--- src/rtl/ysyx_22040088_memarbiter_if.sv ---
// Bus bundle for the memory arbiter: IFU and LSU request ports plus the shared memory port.
// master = arbiter view; slave = requesters/memory view.
interface ysyx_22040088_memarbiter_if;
  logic        ifu_req;
  logic [63:0] ifu_addr;
  logic        ifu_gnt;
  logic        ifu_rvalid;
  logic [31:0] ifu_rdata;

  logic        lsu_req;
  logic        lsu_wen;
  logic [63:0] lsu_addr;
  logic [63:0] lsu_wdata;
  logic [3:0]  lsu_mask;
  logic        lsu_gnt;
  logic        lsu_rvalid;
  logic [63:0] lsu_rdata;
  logic        lsu_err;

  logic        mem_req;
  logic        mem_wen;
  logic [63:0] mem_addr;
  logic [63:0] mem_wdata;
  logic [7:0]  mem_wstrb;
  logic        mem_ready;
  logic        mem_rvalid;
  logic [63:0] mem_rdata;

  modport master (
    input  ifu_req, ifu_addr,
    input  lsu_req, lsu_wen, lsu_addr, lsu_wdata, lsu_mask,
    input  mem_ready, mem_rvalid, mem_rdata,
    output ifu_gnt, ifu_rvalid, ifu_rdata,
    output lsu_gnt, lsu_rvalid, lsu_rdata, lsu_err,
    output mem_req, mem_wen, mem_addr, mem_wdata, mem_wstrb
  );

  modport slave (
    output ifu_req, ifu_addr,
    output lsu_req, lsu_wen, lsu_addr, lsu_wdata, lsu_mask,
    output mem_ready, mem_rvalid, mem_rdata,
    input  ifu_gnt, ifu_rvalid, ifu_rdata,
    input  lsu_gnt, lsu_rvalid, lsu_rdata, lsu_err,
    input  mem_req, mem_wen, mem_addr, mem_wdata, mem_wstrb
  );
endinterface

--- src/rtl/ysyx_22040088_memarbiter.sv ---
// Two-requester (IFU/LSU) arbiter onto a single memory port, one transaction outstanding.
// state   | meaning
// IDLE    | no transaction; grant combinationally, latch payload on the grant edge
// IF_REQ  | fetch request on memory port, waiting for mem_ready
// IF_WAIT | fetch accepted, waiting for mem_rvalid
// LS_REQ  | load/store request on memory port (or one-cycle error response if misaligned)
// LS_WAIT | load/store accepted, waiting for mem_rvalid
module ysyx_22040088_memarbiter (
  input  logic clk,
  input  logic rst_n,
  ysyx_22040088_memarbiter_if.master bus
);

  typedef enum logic [2:0] {
    IDLE    = 3'd0,
    IF_REQ  = 3'd1,
    IF_WAIT = 3'd2,
    LS_REQ  = 3'd3,
    LS_WAIT = 3'd4
  } state_t;

  state_t      state, state_nxt;
  logic        last_lsu;
  logic        pick_lsu, pick_ifu;
  logic        lsu_misalign;
  logic [7:0]  lsu_strb;
  logic [63:0] pay_addr;
  logic [63:0] pay_wdata;
  logic [7:0]  pay_wstrb;
  logic        pay_wen;
  logic        pay_err;
  logic        pay_hi;
  logic        ifu_addr_unused;

  // Fetch addresses are word aligned, so their two low bits carry nothing.
  assign ifu_addr_unused = ^bus.ifu_addr[1:0];

  always_comb begin
    pick_lsu = bus.lsu_req && (!bus.ifu_req || !last_lsu);
    pick_ifu = bus.ifu_req && !pick_lsu;
  end

  always_comb begin
    lsu_misalign = 1'b0;
    lsu_strb     = 8'h00;
    case (bus.lsu_mask)
      4'b0001: begin
        lsu_misalign = |bus.lsu_addr[2:0];
        lsu_strb     = 8'hff;
      end
      4'b0010: begin
        lsu_misalign = |bus.lsu_addr[1:0];
        lsu_strb     = 8'h0f << {bus.lsu_addr[2], 2'b00};
      end
      4'b0100: begin
        lsu_misalign = bus.lsu_addr[0];
        lsu_strb     = 8'h03 << {bus.lsu_addr[2:1], 1'b0};
      end
      4'b1000: lsu_strb = 8'h01 << bus.lsu_addr[2:0];
      default: lsu_misalign = 1'b1;
    endcase
  end

  always_ff @(posedge clk or negedge rst_n) begin
    if (!rst_n) state <= IDLE;
    else        state <= state_nxt;
  end

  // Payload is captured on the grant edge; wdata/strobes are lane-shifted here.
  always_ff @(posedge clk or negedge rst_n) begin
    if (!rst_n) begin
      pay_addr  <= 64'd0;
      pay_wdata <= 64'd0;
      pay_wstrb <= 8'h00;
      pay_wen   <= 1'b0;
      pay_err   <= 1'b0;
      pay_hi    <= 1'b0;
      last_lsu  <= 1'b0;
    end else if (state == IDLE) begin
      if (pick_lsu) begin
        pay_addr  <= {bus.lsu_addr[63:3], 3'b000};
        pay_wdata <= bus.lsu_wen ? (bus.lsu_wdata << {bus.lsu_addr[2:0], 3'b000}) : 64'd0;
        pay_wstrb <= bus.lsu_wen ? lsu_strb : 8'h00;
        pay_wen   <= bus.lsu_wen;
        pay_err   <= lsu_misalign;
        pay_hi    <= 1'b0;
        last_lsu  <= 1'b1;
      end else if (pick_ifu) begin
        pay_addr  <= {bus.ifu_addr[63:3], 3'b000};
        pay_wdata <= 64'd0;
        pay_wstrb <= 8'h00;
        pay_wen   <= 1'b0;
        pay_err   <= 1'b0;
        pay_hi    <= bus.ifu_addr[2];
        last_lsu  <= 1'b0;
      end
    end
  end

  always_comb begin
    state_nxt = state;
    case (state)
      IDLE: begin
        if (pick_lsu)      state_nxt = LS_REQ;
        else if (pick_ifu) state_nxt = IF_REQ;
      end
      IF_REQ:  if (bus.mem_ready) state_nxt = IF_WAIT;
      IF_WAIT: if (bus.mem_rvalid) state_nxt = IDLE;
      LS_REQ: begin
        if (pay_err)            state_nxt = IDLE;
        else if (bus.mem_ready) state_nxt = LS_WAIT;
      end
      LS_WAIT: if (bus.mem_rvalid) state_nxt = IDLE;
      default: state_nxt = IDLE;
    endcase
  end

  always_comb begin
    bus.ifu_gnt    = 1'b0;
    bus.ifu_rvalid = 1'b0;
    bus.ifu_rdata  = 32'd0;
    bus.lsu_gnt    = 1'b0;
    bus.lsu_rvalid = 1'b0;
    bus.lsu_rdata  = 64'd0;
    bus.lsu_err    = 1'b0;
    bus.mem_req    = 1'b0;
    bus.mem_wen    = 1'b0;
    bus.mem_addr   = 64'd0;
    bus.mem_wdata  = 64'd0;
    bus.mem_wstrb  = 8'h00;
    case (state)
      // Grants are gated by rst_n so nothing leaks out while reset is held.
      IDLE: begin
        bus.ifu_gnt = rst_n && pick_ifu;
        bus.lsu_gnt = rst_n && pick_lsu;
      end
      IF_REQ: begin
        bus.mem_req  = 1'b1;
        bus.mem_addr = pay_addr;
      end
      IF_WAIT: begin
        bus.ifu_rvalid = bus.mem_rvalid;
        if (bus.mem_rvalid) bus.ifu_rdata = pay_hi ? bus.mem_rdata[63:32] : bus.mem_rdata[31:0];
      end
      LS_REQ: begin
        if (pay_err) begin
          bus.lsu_rvalid = 1'b1;
          bus.lsu_err    = 1'b1;
        end else begin
          bus.mem_req   = 1'b1;
          bus.mem_wen   = pay_wen;
          bus.mem_addr  = pay_addr;
          bus.mem_wdata = pay_wdata;
          bus.mem_wstrb = pay_wstrb;
        end
      end
      LS_WAIT: begin
        bus.lsu_rvalid = bus.mem_rvalid;
        if (bus.mem_rvalid) bus.lsu_rdata = bus.mem_rdata;
      end
      default: ;
    endcase
  end

endmodule

--- src/flat_wrapper.sv ---
// flat-port wrapper written by rule: the top's interface ports become plain ports
module ysyx_22040088_memarbiter_flat 
  (clk, rst_n, bus_ifu_req, bus_ifu_addr, bus_lsu_req, bus_lsu_wen, bus_lsu_addr, bus_lsu_wdata, bus_lsu_mask, bus_mem_ready, bus_mem_rvalid, bus_mem_rdata, bus_ifu_gnt, bus_ifu_rvalid, bus_ifu_rdata, bus_lsu_gnt, bus_lsu_rvalid, bus_lsu_rdata, bus_lsu_err, bus_mem_req, bus_mem_wen, bus_mem_addr, bus_mem_wdata, bus_mem_wstrb);
  ysyx_22040088_memarbiter_if bus_i ();
  input  logic clk;
  input  logic rst_n;
  input wire logic [$bits(bus_i.ifu_req)-1:0] bus_ifu_req;
  input wire logic [$bits(bus_i.ifu_addr)-1:0] bus_ifu_addr;
  input wire logic [$bits(bus_i.lsu_req)-1:0] bus_lsu_req;
  input wire logic [$bits(bus_i.lsu_wen)-1:0] bus_lsu_wen;
  input wire logic [$bits(bus_i.lsu_addr)-1:0] bus_lsu_addr;
  input wire logic [$bits(bus_i.lsu_wdata)-1:0] bus_lsu_wdata;
  input wire logic [$bits(bus_i.lsu_mask)-1:0] bus_lsu_mask;
  input wire logic [$bits(bus_i.mem_ready)-1:0] bus_mem_ready;
  input wire logic [$bits(bus_i.mem_rvalid)-1:0] bus_mem_rvalid;
  input wire logic [$bits(bus_i.mem_rdata)-1:0] bus_mem_rdata;
  output wire logic [$bits(bus_i.ifu_gnt)-1:0] bus_ifu_gnt;
  output wire logic [$bits(bus_i.ifu_rvalid)-1:0] bus_ifu_rvalid;
  output wire logic [$bits(bus_i.ifu_rdata)-1:0] bus_ifu_rdata;
  output wire logic [$bits(bus_i.lsu_gnt)-1:0] bus_lsu_gnt;
  output wire logic [$bits(bus_i.lsu_rvalid)-1:0] bus_lsu_rvalid;
  output wire logic [$bits(bus_i.lsu_rdata)-1:0] bus_lsu_rdata;
  output wire logic [$bits(bus_i.lsu_err)-1:0] bus_lsu_err;
  output wire logic [$bits(bus_i.mem_req)-1:0] bus_mem_req;
  output wire logic [$bits(bus_i.mem_wen)-1:0] bus_mem_wen;
  output wire logic [$bits(bus_i.mem_addr)-1:0] bus_mem_addr;
  output wire logic [$bits(bus_i.mem_wdata)-1:0] bus_mem_wdata;
  output wire logic [$bits(bus_i.mem_wstrb)-1:0] bus_mem_wstrb;
  assign bus_i.ifu_req = bus_ifu_req;
  assign bus_i.ifu_addr = bus_ifu_addr;
  assign bus_i.lsu_req = bus_lsu_req;
  assign bus_i.lsu_wen = bus_lsu_wen;
  assign bus_i.lsu_addr = bus_lsu_addr;
  assign bus_i.lsu_wdata = bus_lsu_wdata;
  assign bus_i.lsu_mask = bus_lsu_mask;
  assign bus_i.mem_ready = bus_mem_ready;
  assign bus_i.mem_rvalid = bus_mem_rvalid;
  assign bus_i.mem_rdata = bus_mem_rdata;
  assign bus_ifu_gnt = bus_i.ifu_gnt;
  assign bus_ifu_rvalid = bus_i.ifu_rvalid;
  assign bus_ifu_rdata = bus_i.ifu_rdata;
  assign bus_lsu_gnt = bus_i.lsu_gnt;
  assign bus_lsu_rvalid = bus_i.lsu_rvalid;
  assign bus_lsu_rdata = bus_i.lsu_rdata;
  assign bus_lsu_err = bus_i.lsu_err;
  assign bus_mem_req = bus_i.mem_req;
  assign bus_mem_wen = bus_i.mem_wen;
  assign bus_mem_addr = bus_i.mem_addr;
  assign bus_mem_wdata = bus_i.mem_wdata;
  assign bus_mem_wstrb = bus_i.mem_wstrb;
  ysyx_22040088_memarbiter u_core (.clk(clk), .rst_n(rst_n), .bus(bus_i));
endmodule
--- config.mk ---
export PLATFORM = sky130hd
export DESIGN_NAME = ysyx_22040088_memarbiter_flat
export DESIGN_NICKNAME = d
export VERILOG_FILES = /design/src/rtl/ysyx_22040088_memarbiter_if.sv /design/src/rtl/ysyx_22040088_memarbiter.sv /design/src/flat_wrapper.sv
export SDC_FILE = /design/constraint.sdc
export NUM_CORES = 1
export LEC_CHECK = 0
export CAP_MARGIN = 20
export CORE_AREA = 4 4 193 195
export DETAILED_ROUTE_END_ITERATION = 10
export DIE_AREA = 0 0 197 199
export DONT_BUFFER_PORTS = 1
export GPL_TIMING_DRIVEN = 0
export PLACE_DENSITY = 0.49
export SLEW_MARGIN = 5
export SYNTH_ARGS = -nofsm -noshare
export SYNTH_HDL_FRONTEND = slang
export SYNTH_SLANG_ARGS = --single-unit
--- constraint.sdc ---
create_clock -name clk -period 4.8 [get_ports clk]
set_clock_uncertainty 0.1 [all_clocks]
set_input_delay 1.44 -clock clk [delete_from_list [all_inputs] [get_ports clk]]
set_output_delay 1.44 -clock clk [all_outputs]
set_load 0.1 [all_outputs]
==> summary.md, run 1 <==
| Metric | Value |
|---|---|
| Status | complete, no violations |
| Drt drc | 0 |
| CTS Buffer Depth | 2 |
| Mapped cell area | 9580 um2 |
| Synth unique cells | 57 |
| Async set or reset register ratio after synthesis | 1.00 |
| Synth Instances | 1028 |
| Initial antenna violation count | 3 |
| Vias in the first global route | 8044 |
| Post-route cell area | 11100 um2 |
| Fillers | 3756 |
| Hold crit path type | reg2reg |
| IO Port Bufs | 0 |
| Main synth FF type | dfrtp_1 |
| Crit. Startpoint | bus_lsu_req |
| Worst Hold Slack | 0.370 ns |
| Hold_buf cts | 0 |
| CP Max Fanout | 10 |
| CP peak stage delay | 0.59 ns |
| Num CTS Buffers | 17 |
| Ports | 506 |
| Slew Limit Headroom | 0.210 |
| Die Span Y | 199 um |
| Sequential share of the synthesized area | 0.366 |
| Setup TNS | 0 ns |
| Final Critical Period | 4.68 ns |
| Post-Route WL | 42900 um |
| Max Cap Viol | 0 |
| Layout area overhead | 15.5% |
| Clk sinks | 140 |
| Total number of vias | 8134 |
| Nets | 1321 |
| GRT Total Usage | 0.205 |
| Setup repair bufs after CTS | 0 |
| CP arrival | 3.14 ns |
| Worst path slowest cell | and3_2 |
| Routed Antenna Nets | 0 |
| Critical Path Stages | 4 |
| Placed Area | 10400 um2 |
| Die width | 197 um |
| First-pass GRT wire length | 58300 um |
| Slew Limit Fails | 0 |
| Final setup fails | 0 |
| Crit-path cells | a21boi_2 > buf_4 > buf_2 > and3_2 |
| Full die area | 39200 um2 |
| Pleak | 4.81 nW |
| Placeable Area | 35400 um2 |
| Via density | 5.32 |
| Synth Register Bits | 140 |
| H-tree depth | 4 |
| Final period utilization | 0.975 |
| Syn. warnings | 0 |
| Max VDD drop | 0.495 mV |
| R2R setup slack | 2.59 ns |
| Gpl congestion | 0.902 |
| WP data required | 3.26 ns |
| Post-synth EDFFs | 0 |
| Root Buffer | clkbuf_16 |
| Avg Cell Area, Syn | 9.32 um2 |
| Layout cells sized above 1 | 0.230 |
| Reg2reg path depth | 5 |
| Worst-path clk slew | 0.06 ns |
| FF-to-FF Start | u_core.last_lsu |
| CTS tree | done |
| Setup WS post-layout | 0.120 ns |
| # rows | 69 |
| Hold depth | 2 |
| Drt first pass iters | 7 |
| Setup CP Type | in2out |
| Min-delay src | u_core.pay_addr[51] |
| CP bufs+invs | 2 |
| Avg WL per Cell | 28.1 um |
| Peak Freq | 214 MHz |
| Total power | 7.99 mW |
| Delay-heaviest family, CP | buffers and inverters |
| Initial DRC count | 478 |
| Slew @ Worst Pin | 1.18 ns |
| HPWL after DPL | 34100 um |
| Power per cell area | 722 nW/um2 |
| Pre-CTS setup slack | -0.243 ns |
| Initial cell density of the core | 0.271 |
| GR Overflow Total | 0 |
| Critical Path Start Type | input port |
| Skew-Pair Late Insertion Delay | 0.45 ns |
| Largest net degree at the start of global routing | 143 |
| Final Hold Viols | 0 |
| Critical Path Sink Type | primary output |
state kept, by name, summed over array words and instances, names as in the netlist:
register,count
u_core.pay_wen,1
u_core.pay_hi,1
u_core.pay_err,1
u_core.pay_addr,61
u_core.last_lsu,1
u_core.pay_wdata,64
u_core.pay_wstrb,8
u_core.state,3
cell type report:
| cell class | instances | area [um2] | area share |
|---|---|---|---|
| buffer | 92 | 576 | 0.0520 |
| antenna | 1 | 2.50 | 0.000226 |
| clock inverter | 11 | 166 | 0.0150 |
| inverter | 8 | 30.0 | 0.00271 |
| tap | 461 | 577 | 0.0521 |
| clock buffer | 20 | 457 | 0.0413 |
| sequential | 140 | 3500 | 0.317 |
| timing repair buffer | 5 | 114 | 0.0103 |
| multi-input combinational | 790 | 5640 | 0.510 |
per-stage QoR:
stage | std cells | utilization
3_3_place_gp | 1491 | 0.287
3_5_place_dp | 1496 | 0.293
5_1_grt | 1528 | 0.312
2_1_floorplan | 1030 | -
6_report | 1528 | 0.312
4_1_cts | 1527 | 0.311
kinds of logic (layout without fill, tap and decap cells):
| group | count (synthesis) | in the layout | share of synthesized area |
|---|---|---|---|
| AO/OA/AOI/OAI | 198 | 198 | 0.136 |
| XOR/XNOR | 1 | 1 | 0.000915 |
| buffers and inverters | 100 | 136 | 0.0631 |
| flip-flops | 140 | 140 | 0.366 |
| multiplexers | 161 | 161 | 0.197 |
| other | 1 | 4 | 0.000392 |
| AND/OR/NAND/NOR | 427 | 427 | 0.237 |
layer usage:
metal | vias up | global-route usage | wire length, um
met5 | - | 0 | 27
met4 | 4 | 0.0565 | 813
met3 | 41 | 0.0664 | 3780
met2 | 434 | 0.332 | 20800
met1 | 4045 | 0.264 | 17500
li1 | 3610 | - | -
power breakdown:
| part | switching, mW | total (mW) | internal [mW] |
|---|---|---|---|
| registers | 0.224 | 1.85 | 1.62 |
| logic | 3.82 | 4.68 | 0.864 |
| clock network | 0.564 | 1.46 | 0.893 |
| total | 4.61 | 7.99 | 3.38 |
cell usage after synthesis (all sizes together), types with 2 or more instances:
cell type	n	area [um2]
buf	58	438
a311oi	2	17.5
a32oi	6	52.6
o22a	2	17.5
o211ai	13	163
and3	4	25.0
mux2	11	124
mux2i	129	1290
nand2b	3	21.3
a22oi	12	90.1
nor2b	4	25.0
inv	8	30.0
a22o	16	140
o2bb2ai	2	17.5
mux4	21	473
a21oi	17	88.8
dfrtp	140	3500
nor3b	4	35.0
nor4b	3	47.5
nand2	138	537
a2111oi	2	18.8
clkbuf	34	136
and2	199	1240
nor2	52	195
a31oi	2	12.5
nand3	10	62.6
o21ai	110	554
a211oi	2	15.0
nor3	6	46.3
a2bb2oi	9	78.8
cell usage in the layout (no fill, tap or decap), drive strengths merged, types with 4 or more instances in the layout:
cell type    n
a32oi        6
o21ai      110
nor2b        4
a2bb2oi      9
mux4        21
nor3b        4
clkinv       6
nand3       10
dfrtp      140
a21oi       17
a22o        16
inv          9
bufinv       4
buf         63
o211ai      13
mux2        11
nor2        52
clkbuf      54
a22oi       12
mux2i      129
and3         4
nand2      138
and2       199
nor3         6
timing repair:
action                     CTS  global route
hold endpoints to repair     0             0
resized for setup            1            50
setup endpoints to repair    1            50
tightest hold or removal path, cell delays in order, from the launching register on:
cell,delay (ns)
dfrtp_1,0.33
nand2_1,0.04
o21ai_0,0.06
final timing paths:
check,to
setup / recovery,bus_lsu_gnt
hold / removal,u_core.pay_addr[51]
setup reg to reg,u_core.pay_addr[58]
hold reg to reg,u_core.pay_addr[51]
max in group asynchronous,u_core.pay_addr[6]
min in group asynchronous,u_core.pay_wdata[47]
(Power assumes the default switching activity.)
==> run 2, diff against run 1 <==
CTS_CLUSTER_DIAMETER = 200   (was unset)
==> results of run 2 <==
Same layout as run 1: the final DEF is identical, and so are final timing and power.
==> run 3, diff against run 2 <==
MAX_ROUTING_LAYER = met4   (was unset)
==> summary.md, run 3 (same netlist as run 1, synthesis figures left out) <==
| Metric | Value |
|---|---|
| Slew Limit Headroom | 0.213 (+0.00385) |
| Peak Freq | 214 MHz (about the same) |
| Most frequent cells in the layout | and2_1 (149), dfrtp_1 (140), nand2_1 (136) |
| Fillers | 3756 (unchanged) |
| Final period utilization | 0.975 (about the same) |
| Setup TNS | 0 ns (unchanged) |
| Root Buffer | clkbuf_16 |
| Hold depth | 2 (unchanged) |
| Critical Path Start Type | input port |
| Drt first pass iters | 5 (-2) |
| Met2 usage | 0.333 (+0.00102) |
| Num CTS Buffers | 17 (unchanged) |
| Gr busiest metal | met2 |
| Routed Antenna Nets | 0 (unchanged) |
| Layout area overhead | 15.5% (about the same) |
| CP arrival | 3.14 ns (about the same) |
| Initial antenna violation count | 3 (unchanged) |
| Final instance count without filler cells | 1530 (+0.13%) |
| Critical Path Sink Type | primary output |
| GRT Total Usage | 0.211 (+0.00592) |
| Largest net degree at the start of global routing | 143 (unchanged) |
| Placed Cells incl. Taps | 1496 (unchanged) |
| Max Cap Viol | 0 (unchanged) |
| CP Max Fanout | 10 (unchanged) |
| Initial cell density of the core | 0.271 (unchanged) |
| Regs by FF count | u_core.pay_wdata (64), u_core.pay_addr (61), u_core.pay_wstrb (8) |
| M3 GR Usage | 0.0630 (-0.00339) |
| Initial DRC count | 520 (+8.8%) |
| Power per cell area | 721 nW/um2 (-0.13%) |
| Full die area | 39200 um2 (unchanged) |
| HPWL after DPL | 34100 um (unchanged) |
| Total power | 7.98 mW (about the same) |
| Total number of vias | 8158 (+0.30%) |
| Status | complete, no violations |
| Hold crit path type | reg2reg |
| Reg2reg path depth | 5 (unchanged) |
| Slew @ Worst Pin | 1.18 ns (-0.00577 ns) |
| Clk sinks | 140 (unchanged) |
| Skew-Pair Late Insertion Delay | 0.44 ns (about the same) |
| Die Span Y | 199 um (unchanged) |
| Gpl congestion | 0.918 (+1.7%) |
| Flip-flop count of the largest register after layout | 64 (unchanged) |
| Pleak | 4.81 nW (about the same) |
| Nets | 1321 (unchanged) |
| Most common cell after layout, fill and taps aside | and2_1 |
| CTS tree | done |
| Placeable Area | 35400 um2 (unchanged) |
| Max VDD drop | 0.496 mV (+0.22%) |
| H-tree depth | 4 (unchanged) |
| R2R setup slack | 2.58 ns (about the same) |
| Via density | 5.33 (+0.16%) |
| Avg WL per Cell | 28.1 um (-0.17%) |
| M1 GR Usage | 0.267 (+0.00295) |
| GR Overflow Total | 0 (unchanged) |
| Drt drc | 0 (unchanged) |
| First-pass GRT wire length | 58400 um (about the same) |
| Slew Limit Fails | 0 (unchanged) |
| Vias in the first global route | 8039 (-0.062%) |
| Post-Route WL | 42900 um (about the same) |
| CTS Buffer Depth | 2 (unchanged) |
| Final Critical Period | 4.68 ns (+0.00104 ns) |
| Worst-path clk slew | 0.06 ns (about the same) |
| # rows | 69 (unchanged) |
| Die width | 197 um (unchanged) |
| Layout cells sized above 1 | 0.230 (unchanged) |
| Final Hold Viols | 0 (unchanged) |
| WP data required | 3.26 ns (about the same) |
| Final setup fails | 0 (unchanged) |
| Ports | 506 (unchanged) |
| IO Port Bufs | 0 (unchanged) |
| Biggest register | u_core.pay_wdata |
| Setup CP Type | in2out |
==> run 3: changes by cell type in the layout (fill, tap and decap cells not counted) <==
cell and delta:
diode_2 +2
==> run 3: report_power, final <==
| group | internal (mW) | switching [mW] | total (mW) |
|---|---|---|---|
| Clock | 0.894 | 0.556 | 1.45 |
| Combinational | 0.864 | 3.82 | 4.68 |
| Sequential | 1.62 | 0.225 | 1.85 |
==> run 3: per-stage QoR <==
| step | util | setup slack, ns | cell area [um2] | hold slack [ns] |
|---|---|---|---|---|
| 4_1_cts | 0.311 | 0.0201 | 11000 | 0.376 |
| 6_report | 0.313 | 0.119 | 11100 | 0.370 |
| 3_5_place_dp | 0.293 | -0.243 | 10400 | 0.362 |
| 3_3_place_gp | 0.287 | -0.486 | 10200 | 0.355 |
| 5_1_grt | 0.313 | -0.0133 | 11100 | 0.398 |
| 2_1_floorplan | - | 0.0503 | 9590 | 0.338 |
==> run 3: timing repair <==
item                       CTS  global route
setup endpoints to repair    1            51
pin swaps                    0             0
resized for setup            1            50
setup buffers                0             0
hold buffers                 0             0
==> run 3: worst max-delay path, cell delays in order <==
cell and delay [ns]:
a21boi_2 0.35, buf_4 0.33, buf_2 0.41, and3_2 0.59
==> run 3: area by class of cell <==
cell class | instances | area (um2) | share of cell area
Multi-Input combinational cell | 790 | 5640 | 0.509
Tap cell | 461 | 577 | 0.0521
Buffer | 92 | 576 | 0.0520
Inverter | 8 | 30.0 | 0.00271
Clock buffer | 20 | 457 | 0.0413
Antenna cell | 3 | 7.51 | 0.000678
Clock inverter | 11 | 166 | 0.0150
Timing Repair Buffer | 5 | 114 | 0.0103
Sequential cell | 140 | 3500 | 0.317
==> run 3: final timing paths <==
path	startpoint	to
max	bus_lsu_req	bus_lsu_gnt
min	u_core.pay_addr[51]	u_core.pay_addr[51]
max reg2reg	u_core.last_lsu	u_core.pay_addr[58]
min reg2reg	u_core.pay_addr[51]	u_core.pay_addr[51]
max in group asynchronous	rst_n	u_core.pay_addr[19]
min in group asynchronous	rst_n	u_core.pay_wdata[47]
==> run 3: metal layers <==
metal  routed length [um]  vias up
li1                     -     3602
met1                17700     4078
met2                20700      439
met3                 3730       39
met4                  775        0
met5                    0        -
